`config.mk`:
```
export PLATFORM = sky130hd
export DESIGN_NAME = padded_column_streamer
export DESIGN_NICKNAME = d
export VERILOG_FILES = /design/src/rtl/padded_column_streamer.sv
export SDC_FILE = /design/constraint.sdc
export NUM_CORES = 1
export LEC_CHECK = 0
export CAP_MARGIN = 10
export CORE_UTILIZATION = 47
export DETAILED_ROUTE_END_ITERATION = 12
export GPL_ROUTABILITY_DRIVEN = 0
export PLACE_DENSITY = 0.82
export RECOVER_POWER = 25
export REMOVE_ABC_BUFFERS = 1
export SYNTH_ARGS = -nofsm -noshare
export SYNTH_HDL_FRONTEND = slang
export SYNTH_SLANG_ARGS = --single-unit
```
`constraint.sdc`:
```
create_clock -name clk -period 4.3 [get_ports clk]
set_input_delay 0.645 -clock clk [delete_from_list [all_inputs] [get_ports clk]]
set_output_delay 0.645 -clock clk [all_outputs]
set_load 0.02 [all_outputs]
```
`src/rtl/padded_column_streamer.sv`:
```
// Padded-column input stage: reads one frame from a synchronous-read buffer and streams
// IMG_W+2*PAD padded columns. Optional edge-replicate padding is enabled by PAD_REPLICATE_EN.
module padded_column_streamer #(
    parameter int DATA_W = 8,
    parameter int IMG_H  = 24,
    parameter int IMG_W  = 32,
    parameter int PAD    = 1,
    parameter int AW     = $clog2(IMG_H * IMG_W)
) (
    input  logic                              clk,
    input  logic                              rst_n,
    input  logic                              en,
    input  logic                              frame_rdy,
    input  logic [DATA_W-1:0]                 pad_value,
`ifdef PAD_REPLICATE_EN
    input  logic                              pad_mode,
`endif
    output logic                              frame_release,
    output logic                              mem_rd_en,
    output logic [AW-1:0]                     mem_addr,
    input  logic [DATA_W-1:0]                 mem_rdata,
    output logic [(IMG_H+2*PAD)*DATA_W-1:0]   col_data,
    output logic                              col_vld,
    input  logic                              col_rdy,
    output logic [$clog2(IMG_W+2*PAD)-1:0]    col_idx,
    output logic                              col_last,
    output logic                              busy
);

    localparam int NROW = IMG_H + 2 * PAD;
    localparam int NCOL = IMG_W + 2 * PAD;
    localparam int CW   = $clog2(NCOL);
    localparam int FW   = $clog2(IMG_H + 1);

    localparam logic [CW-1:0] PAD_C      = CW'(PAD);
    localparam logic [CW-1:0] EDGE_C     = CW'(IMG_W + PAD);
    localparam logic [CW-1:0] LAST_COL_C = CW'(NCOL - 1);
    localparam logic [FW-1:0] F_ONE_C    = FW'(1);
    localparam logic [FW-1:0] F_LRD_C    = FW'(IMG_H - 1);
    localparam logic [FW-1:0] F_END_C    = FW'(IMG_H);
    localparam logic [AW-1:0] ROW_STEP_C = AW'(IMG_W);
    localparam logic [AW-1:0] MAX_COL_C  = AW'(IMG_W - 1);

    typedef enum logic [2:0] {
        IDLE   = 3'd0,
        NEXT   = 3'd1,
        PADCOL = 3'd2,
        FETCH  = 3'd3,
        HOLD   = 3'd4,
        DONE   = 3'd5
    } state_t;

    state_t              state_r;
    logic [DATA_W-1:0]   pad_r;
    logic [FW-1:0]       fcnt_r;
    logic                is_pad_s;
    logic                repl_s;
    logic [AW-1:0]       clamp_col_s;

`ifdef PAD_REPLICATE_EN
    logic pad_mode_r;
    assign repl_s = pad_mode_r;
`else
    assign repl_s = 1'b0;
`endif

    // Padded row 0 sits in the MSBs of the flat column vector
    function automatic int row_lsb(input int row);
        return (NROW - 1 - row) * DATA_W;
    endfunction

    // Classify the column about to be produced and clamp it into the image
    always_comb begin
        is_pad_s = (col_idx < PAD_C) || (col_idx >= EDGE_C);
        if (col_idx < PAD_C) begin
            clamp_col_s = '0;
        end else if (col_idx >= EDGE_C) begin
            clamp_col_s = MAX_COL_C;
        end else begin
            clamp_col_s = AW'(col_idx - PAD_C);
        end
    end

    // Column sequencer with registered outputs
    always_ff @(posedge clk or negedge rst_n) begin
        if (!rst_n) begin
            state_r       <= IDLE;
            pad_r         <= '0;
            fcnt_r        <= '0;
            frame_release <= 1'b0;
            mem_rd_en     <= 1'b0;
            mem_addr      <= '0;
            col_data      <= '0;
            col_vld       <= 1'b0;
            col_idx       <= '0;
            col_last      <= 1'b0;
            busy          <= 1'b0;
`ifdef PAD_REPLICATE_EN
            pad_mode_r    <= 1'b0;
`endif
        end else begin
            case (state_r)
                IDLE: begin
                    frame_release <= 1'b0;
                    if (en && frame_rdy) begin
                        pad_r   <= pad_value;
`ifdef PAD_REPLICATE_EN
                        pad_mode_r <= pad_mode;
`endif
                        col_idx <= '0;
                        busy    <= 1'b1;
                        state_r <= NEXT;
                    end
                end
                NEXT: begin
                    if (is_pad_s && !repl_s) begin
                        state_r <= PADCOL;
                    end else begin
                        col_data  <= {NROW{pad_r}};
                        fcnt_r    <= '0;
                        mem_rd_en <= 1'b1;
                        mem_addr  <= clamp_col_s;
                        state_r   <= FETCH;
                    end
                end
                PADCOL: begin
                    col_data <= {NROW{pad_r}};
                    col_vld  <= 1'b1;
                    col_last <= (col_idx == LAST_COL_C);
                    state_r  <= HOLD;
                end
                FETCH: begin
                    fcnt_r <= fcnt_r + F_ONE_C;
                    // Read data lags the strobe by one cycle, so cycle k captures row k-1
                    if (fcnt_r != '0) begin
                        col_data[row_lsb(int'(fcnt_r) - 1 + PAD) +: DATA_W] <= mem_rdata;
                        if (repl_s && (fcnt_r == F_ONE_C)) begin
                            for (int i = 0; i < PAD; i++) begin
                                col_data[row_lsb(i) +: DATA_W] <= mem_rdata;
                            end
                        end
                        if (repl_s && (fcnt_r == F_END_C)) begin
                            for (int i = IMG_H + PAD; i < NROW; i++) begin
                                col_data[row_lsb(i) +: DATA_W] <= mem_rdata;
                            end
                        end
                    end
                    if (fcnt_r < F_LRD_C) begin
                        mem_addr <= mem_addr + ROW_STEP_C;
                    end else begin
                        mem_rd_en <= 1'b0;
                        mem_addr  <= '0;
                    end
                    if (fcnt_r == F_END_C) begin
                        col_vld  <= 1'b1;
                        col_last <= (col_idx == LAST_COL_C);
                        state_r  <= HOLD;
                    end
                end
                HOLD: begin
                    if (col_rdy) begin
                        col_vld  <= 1'b0;
                        col_last <= 1'b0;
                        if (col_last) begin
                            frame_release <= 1'b1;
                            state_r       <= DONE;
                        end else begin
                            col_idx <= col_idx + CW'(1);
                            state_r <= NEXT;
                        end
                    end
                end
                DONE: begin
                    frame_release <= 1'b0;
                    busy          <= 1'b0;
                    state_r       <= IDLE;
                end
                default: begin
                    state_r <= IDLE;
                end
            endcase
        end
    end

endmodule

```
Yosys cells after proc, flatten, opt, wreduce, memory -nomap -nowiden --
Cells that the tools add are included.
Cells by class: reductions and logical operators 20, multiplexer cells 34, add/subtract/negate cells 8, eq/ne operators 15, order comparisons 3, bitwise operators 0, shift operators 2, multiply operators 0, divide/modulo/power cells 0
Operator list (count):
- $pmux 208 s3 | 1
- $mux 208 | 2
- $bwmux 208 | 1
- $shift 8x33->208 const A | 1
- $shiftx 8x33->208 | 1
- $mux 10 | 4
- $neg 11->33 | 1
- $pmux 10 s2 | 1
- $mux 6 | 3
- $ne 2x2->1 const B | 8
- $pmux 3 s5 | 1
- $reduce_and 3->1 | 5
- $mux 3 | 4
- $pmux 6 s2 | 1
- $add 10x6->10 const B | 1
- $pmux 5 s2 | 1
- $mux 1 | 9
- $reduce_bool 2->1 | 4
- $sub 6x7->8 const A | 1
- $add 6x2->7 const B | 1
- $sub 6x1->7 const B | 1
- $add 6x1->6 const B | 1
- $eq 3x2->1 const B | 2
- $eq 3x3->1 const B | 2
- other kinds (19) | 25
Storage, ports and cells: register bits after elaboration 245, bits in latches 0, memory bits (read-only) 0, memory bits (writable) 0, input bits 21, memories kept 0, logic and storage cells 93

Depth between registers and ports, before layout --
word-level depth 8, gate-level depth with buffers 19

Worst setup path before layout --
No wires, ideal clock.
path kind register -> register, start register fcnt_r[0], end register col_data[10], data arrival time 4437 ps, stages on the path, launching flop included 17, buffers on the path 4, path slack -262 ps, cell sequence dfrtp_1 buf_2 inv_1 ha_1 clkbuf_1 buf_2 a21oi_1 nor3b_1 o21ai_0 ha_1 nor4b_1 nand3_1 a221oi_2 buf_2 nand3_2 o31ai_4 mux2_2
On the way: word-level cells in the longest chain between the ends 8
Ends and longest elaborated chain:
- start, declared | RTL line 55 | logic [FW-1:0] fcnt_r;
- start signal, assigned | RTL line 133 | fcnt_r <= fcnt_r + F_ONE_C;
- $sub 5x1->6 | RTL line 136 | col_data[row_lsb(int'(fcnt_r) - 1 + PAD) +: DATA_W] <= mem_rdata;
- $add 6x2->7 | RTL line 136
- $sub 6x7->8 | RTL line 69 | return (NROW - 1 - row) * DATA_W;
- $neg 11->33 | RTL line 136
- $shiftx 8x33->208 / $shift 8x33->208 (equally long branches) | RTL line 136
- $bwmux 208 | RTL line 136
- $mux 208 | RTL line 135 | if (fcnt_r != '0) begin
- $pmux 208 s3 | RTL line 102 | case (state_r)
- end signal, assigned by index | RTL line 136
- end signal, assigned by index | RTL line 139 | col_data[row_lsb(i) +: DATA_W] <= mem_rdata;
- end signal, assigned by index | RTL line 144 | col_data[row_lsb(i) +: DATA_W] <= mem_rdata;
- end, declared | RTL line 22 | output logic [(IMG_H+2*PAD)*DATA_W-1:0] col_data,
Parallel ways exist; a longest one is shown, timed or not. The select of a mux whose other input is x is not followed. A chain may end at the register's enable or synchronous reset.

Worst setup path after layout --
start register fcnt_r[0], end register col_data[86]
Same word-level chain as after synthesis.

==> impl_metrics.json <==
{
  "finalWorstPathRequiredPeriod_ns": 4.24,
  "maxCapViolations": 1,
  "fin_tns_setup_ns": 0,
  "max_freq_ghz": 0.236,
  "drc": 0,
  "ctsRootBufferMaster": "clkbuf_16",
  "violations": "capacitance limit, slew limit",
  "arrival_ns": 4.66,
  "syn_inst": 1177,
  "cp_data_required_time_ns": 4.71,
  "grt_pass1_vias": 11200,
  "area_growth_syn_to_layout_pct": 36.6,
  "min_period_over_period_pct": 98.6,
  "criticalPathCategory": "reg -> reg",
  "cts_tree": "built",
  "post_drt_wl_per_cell_microns": 23.1,
  "overflow": 0,
  "initial_core_util_pct": 48.0,
  "viasPerCell": 6.26,
  "yosysUniqueCellTypes": 70,
  "antenna_found_initial": 1,
  "dr.first_iter.drc_count": 1133,
  "setup_viol": 0,
  "nets": 1487,
  "p_per_area_nw_per_um2": 1050,
  "maxSlewHeadroom_pct": -59.6,
  "status": "complete, but fails checks",
  "crit_fanout": 8,
  "worst_pin_slew_ns": 2.39,
  "finalMaxSlewViolations": 98,
  "fp.dieArea_sq_um": 27300,
  "cts_buffers": 26,
  "final_hold_viol_count": 0,
  "grt_pass1_wl_mm": 63.3,
  "boundaryPins": 250,
  "slowest_delay_ns": 0.43,
  "clock_latency_ns": 0.53,
  "drive_gt1_share_pct": 21.6,
  "syn_area_sq_um": 12500,
  "synthArstFlopShare_pct": 100,
  "crit_chain": "buf_4 -> nor3_1 -> nor3b_2 -> o31a_1 -> or3b_4 -> ha_4 -> nor4bb_2 -> nand3_1 -> a221oi_4 -> buf_4 -> o2111ai_4 -> buf_12 -> o21ai_4 -> buf_12 -> mux2_2",
  "fp.dieW_microns": 165,
  "synth_flop_cell": "dfrtp_1",
  "hpwl_mm": 27.3,
  "place_ws_ns": -0.145,
  "synth_edf_count": 0,
  "p_leak_uw": 0.00701,
  "start_kind": "flip-flop",
  "grt_util_all_layers_pct": 30.1,
  "yosysWarnings": 0,
  "crit_path_top_delay_cell": "or3b_4",
  "yosysSeqAreaShare_pct": 49.0,
  "clk_pin_slew_ns": 0.06,
  "io_buffers": 249,
  "syn_avg_cell_area_sq_um": 10.6,
  "clock_path_buffers": 3,
  "vdd_ir_drop_max_uv": 668,
  "antenna_left": 0,
  "grt_start_max_net_pins": 109,
  "rows": 59,
  "drt_pass1_iterations": 6,
  "vias": 11300,
  "holdWs_ns": 0.465,
  "finalWorstSetupSlack_ns": 0.0581,
  "chipHeight_microns": 165,
  "htree_num_levels": 1,
  "finish.utilization_pct": 65.6,
  "finClkSkew_ns": 0.0110,
  "finalPower_uw": 18000,
  "endpoint_kind": "flip-flop",
  "core_area_sq_um": 26100,
  "clock_sinks": 245,
  "synth-seq-cells": 245,
  "min_path_type": "reg -> reg",
  "wirelength_mm": 41.7
}
## worst max-delay path: cells and delay by family, from the launching register on
kind | cells | cell delay [ns]
compound gates | 4 | 1.03
fa+ha+maj | 1 | 0.23
buf+inv | 4 | 0.72
flops | 1 | 0.41
mux | 1 | 0.33
simple gates | 5 | 1.38
## cell families (layout without fill, tap and decap cells)
| logic type | count (synthesis) | after routing | share of synthesized area, % |
|---|---|---|---|
| other cells | 0 | 2 | 0 |
| simple gates | 205 | 205 | 8.29 |
| buf+inv | 133 | 422 | 4.21 |
| xor+xnor | 12 | 12 | 0.840 |
| flops | 245 | 245 | 49.0 |
| compound gates | 380 | 380 | 19.8 |
| fa+ha+maj | 15 | 15 | 1.50 |
| mux | 187 | 187 | 16.3 |
## metrics by stage
step,std cells,area (sq um)
after detailed placement,1748,15900
after global routing,1801,17100
after CTS,1797,16800
after global placement,1748,15900
final,1803,17100
after floorplan,1100,12200
## flip-flops by register name, indices dropped and copies added (netlist names), 3 cells and up
signal	count
col_data	208
mem_addr	10
pad_r	8
col_idx	6
fcnt_r	5
state_r	3
## path summary, 6_finish.rpt
check	endpoint	from	slack [ns]	cells past startpoint
max in group asynchronous	col_data[166]	rst_n	0.84	2
max reg2reg	col_data[86]	fcnt_r[0]	0.06	15
min reg2reg	mem_addr[4]	mem_addr[4]	0.47	2
min in group asynchronous	col_data[79]	rst_n	0.82	1
min	mem_addr[4]	mem_addr[4]	0.47	2
max	col_data[86]	fcnt_r[0]	0.06	15
## power breakdown
part	internal [uW]	switching (uW)
registers	3480	799
clock network	1260	922
logic	5200	6340
total	9940	8060
## cell usage after synthesis, types with 2 or more instances
| master | instances | area (sq um) |
|---|---|---|
| or3b_2 | 4 | 35.0 |
| buf_2 | 12 | 60.1 |
| or3_1 | 2 | 12.5 |
| a21oi_1 | 44 | 220 |
| clkbuf_1 | 48 | 180 |
| a31oi_1 | 82 | 513 |
| xnor2_1 | 5 | 43.8 |
| or2_1 | 3 | 18.8 |
| and2_1 | 9 | 56.3 |
| o31ai_4 | 11 | 234 |
| ha_1 | 15 | 188 |
| o21a_1 | 4 | 30.0 |
| a21o_1 | 5 | 37.5 |
| nand2_1 | 66 | 248 |
| nor2b_1 | 5 | 31.3 |
| mux2_2 | 135 | 1520 |
| nand3b_1 | 3 | 22.5 |
| xor2_1 | 7 | 61.3 |
| nor2_1 | 49 | 184 |
| o21ai_1 | 2 | 10.0 |
| nand3_1 | 12 | 60.1 |
| a22o_1 | 5 | 43.8 |
| o31ai_1 | 2 | 15.0 |
| nor3_1 | 13 | 65.1 |
| nand4_1 | 9 | 56.3 |
| o211ai_1 | 9 | 67.6 |
| a211oi_1 | 33 | 248 |
| nor4_1 | 2 | 12.5 |
| and3_1 | 6 | 37.5 |
| o21ai_0 | 151 | 756 |
| buf_1 | 14 | 52.6 |
| mux2_1 | 4 | 45.0 |
| a221oi_1 | 2 | 17.5 |
| dfrtp_1 | 245 | 6130 |
| nor3_2 | 4 | 40.0 |
| o31a_1 | 3 | 26.3 |
| o21ai_2 | 9 | 78.8 |
| nand2b_1 | 5 | 31.3 |
| o22ai_1 | 3 | 18.8 |
| mux2i_1 | 48 | 480 |
| nor3b_1 | 3 | 22.5 |
| inv_1 | 56 | 210 |
## per-layer routing
layer  track usage, %  vias up  routed length [microns]
li1                 -     4863                        -
met1             39.4     5520                    16100
met2             46.6      768                    19100
met3             8.94      131                     5000
met4             11.9        0                     1420
met5                0        -                        0
## cell usage in the layout, fill, tap and decap left out, types with 4 or more instances in the layout
cell type and instances:
o211ai_1 9, clkdlybuf4s50_1 247, and2_1 9, o21ai_4 6, o21a_1 4, mux2_2 134
xnor2_1 5, nand3_1 12, a21oi_1 43, nor3_2 5, nor2_1 47, buf_12 26
o21ai_2 4, nor2b_1 4, clkbuf_8 4, nand2_1 65, o31ai_4 11, buf_6 4
and3_1 6, nor3_1 12, ha_4 5, clkinv_2 5, nand2b_1 5, o21ai_0 151
buf_4 43, mux2_1 4, xor2_1 7, clkbuf_16 27, a211oi_1 33, a31oi_1 82
ha_1 9, mux2i_1 47, inv_1 54, a22o_1 5, nand4_1 9, dfrtp_1 245
clkbuf_1 4
## area by class of cell
type	count	area (sq um)
flip-flops and latches	245	6130
clock buffers	35	746
well taps	335	419
repair buffers	323	3380
fillers	1943	8960
inverters	56	210
clock inverters	8	71.3
multi-input cells	799	6130
diodes	2	5.00
## repair_timing
action | in CTS | in global routing
setup buffers | 6 | 4
resized for setup | 7 | 44
endpoints found under the setup margin | 167 | 200
endpoints found under the hold margin | 0 | 0
pin swaps | 4 | 8
hold buffers | 0 | 0
(Power assumes the default switching activity.)
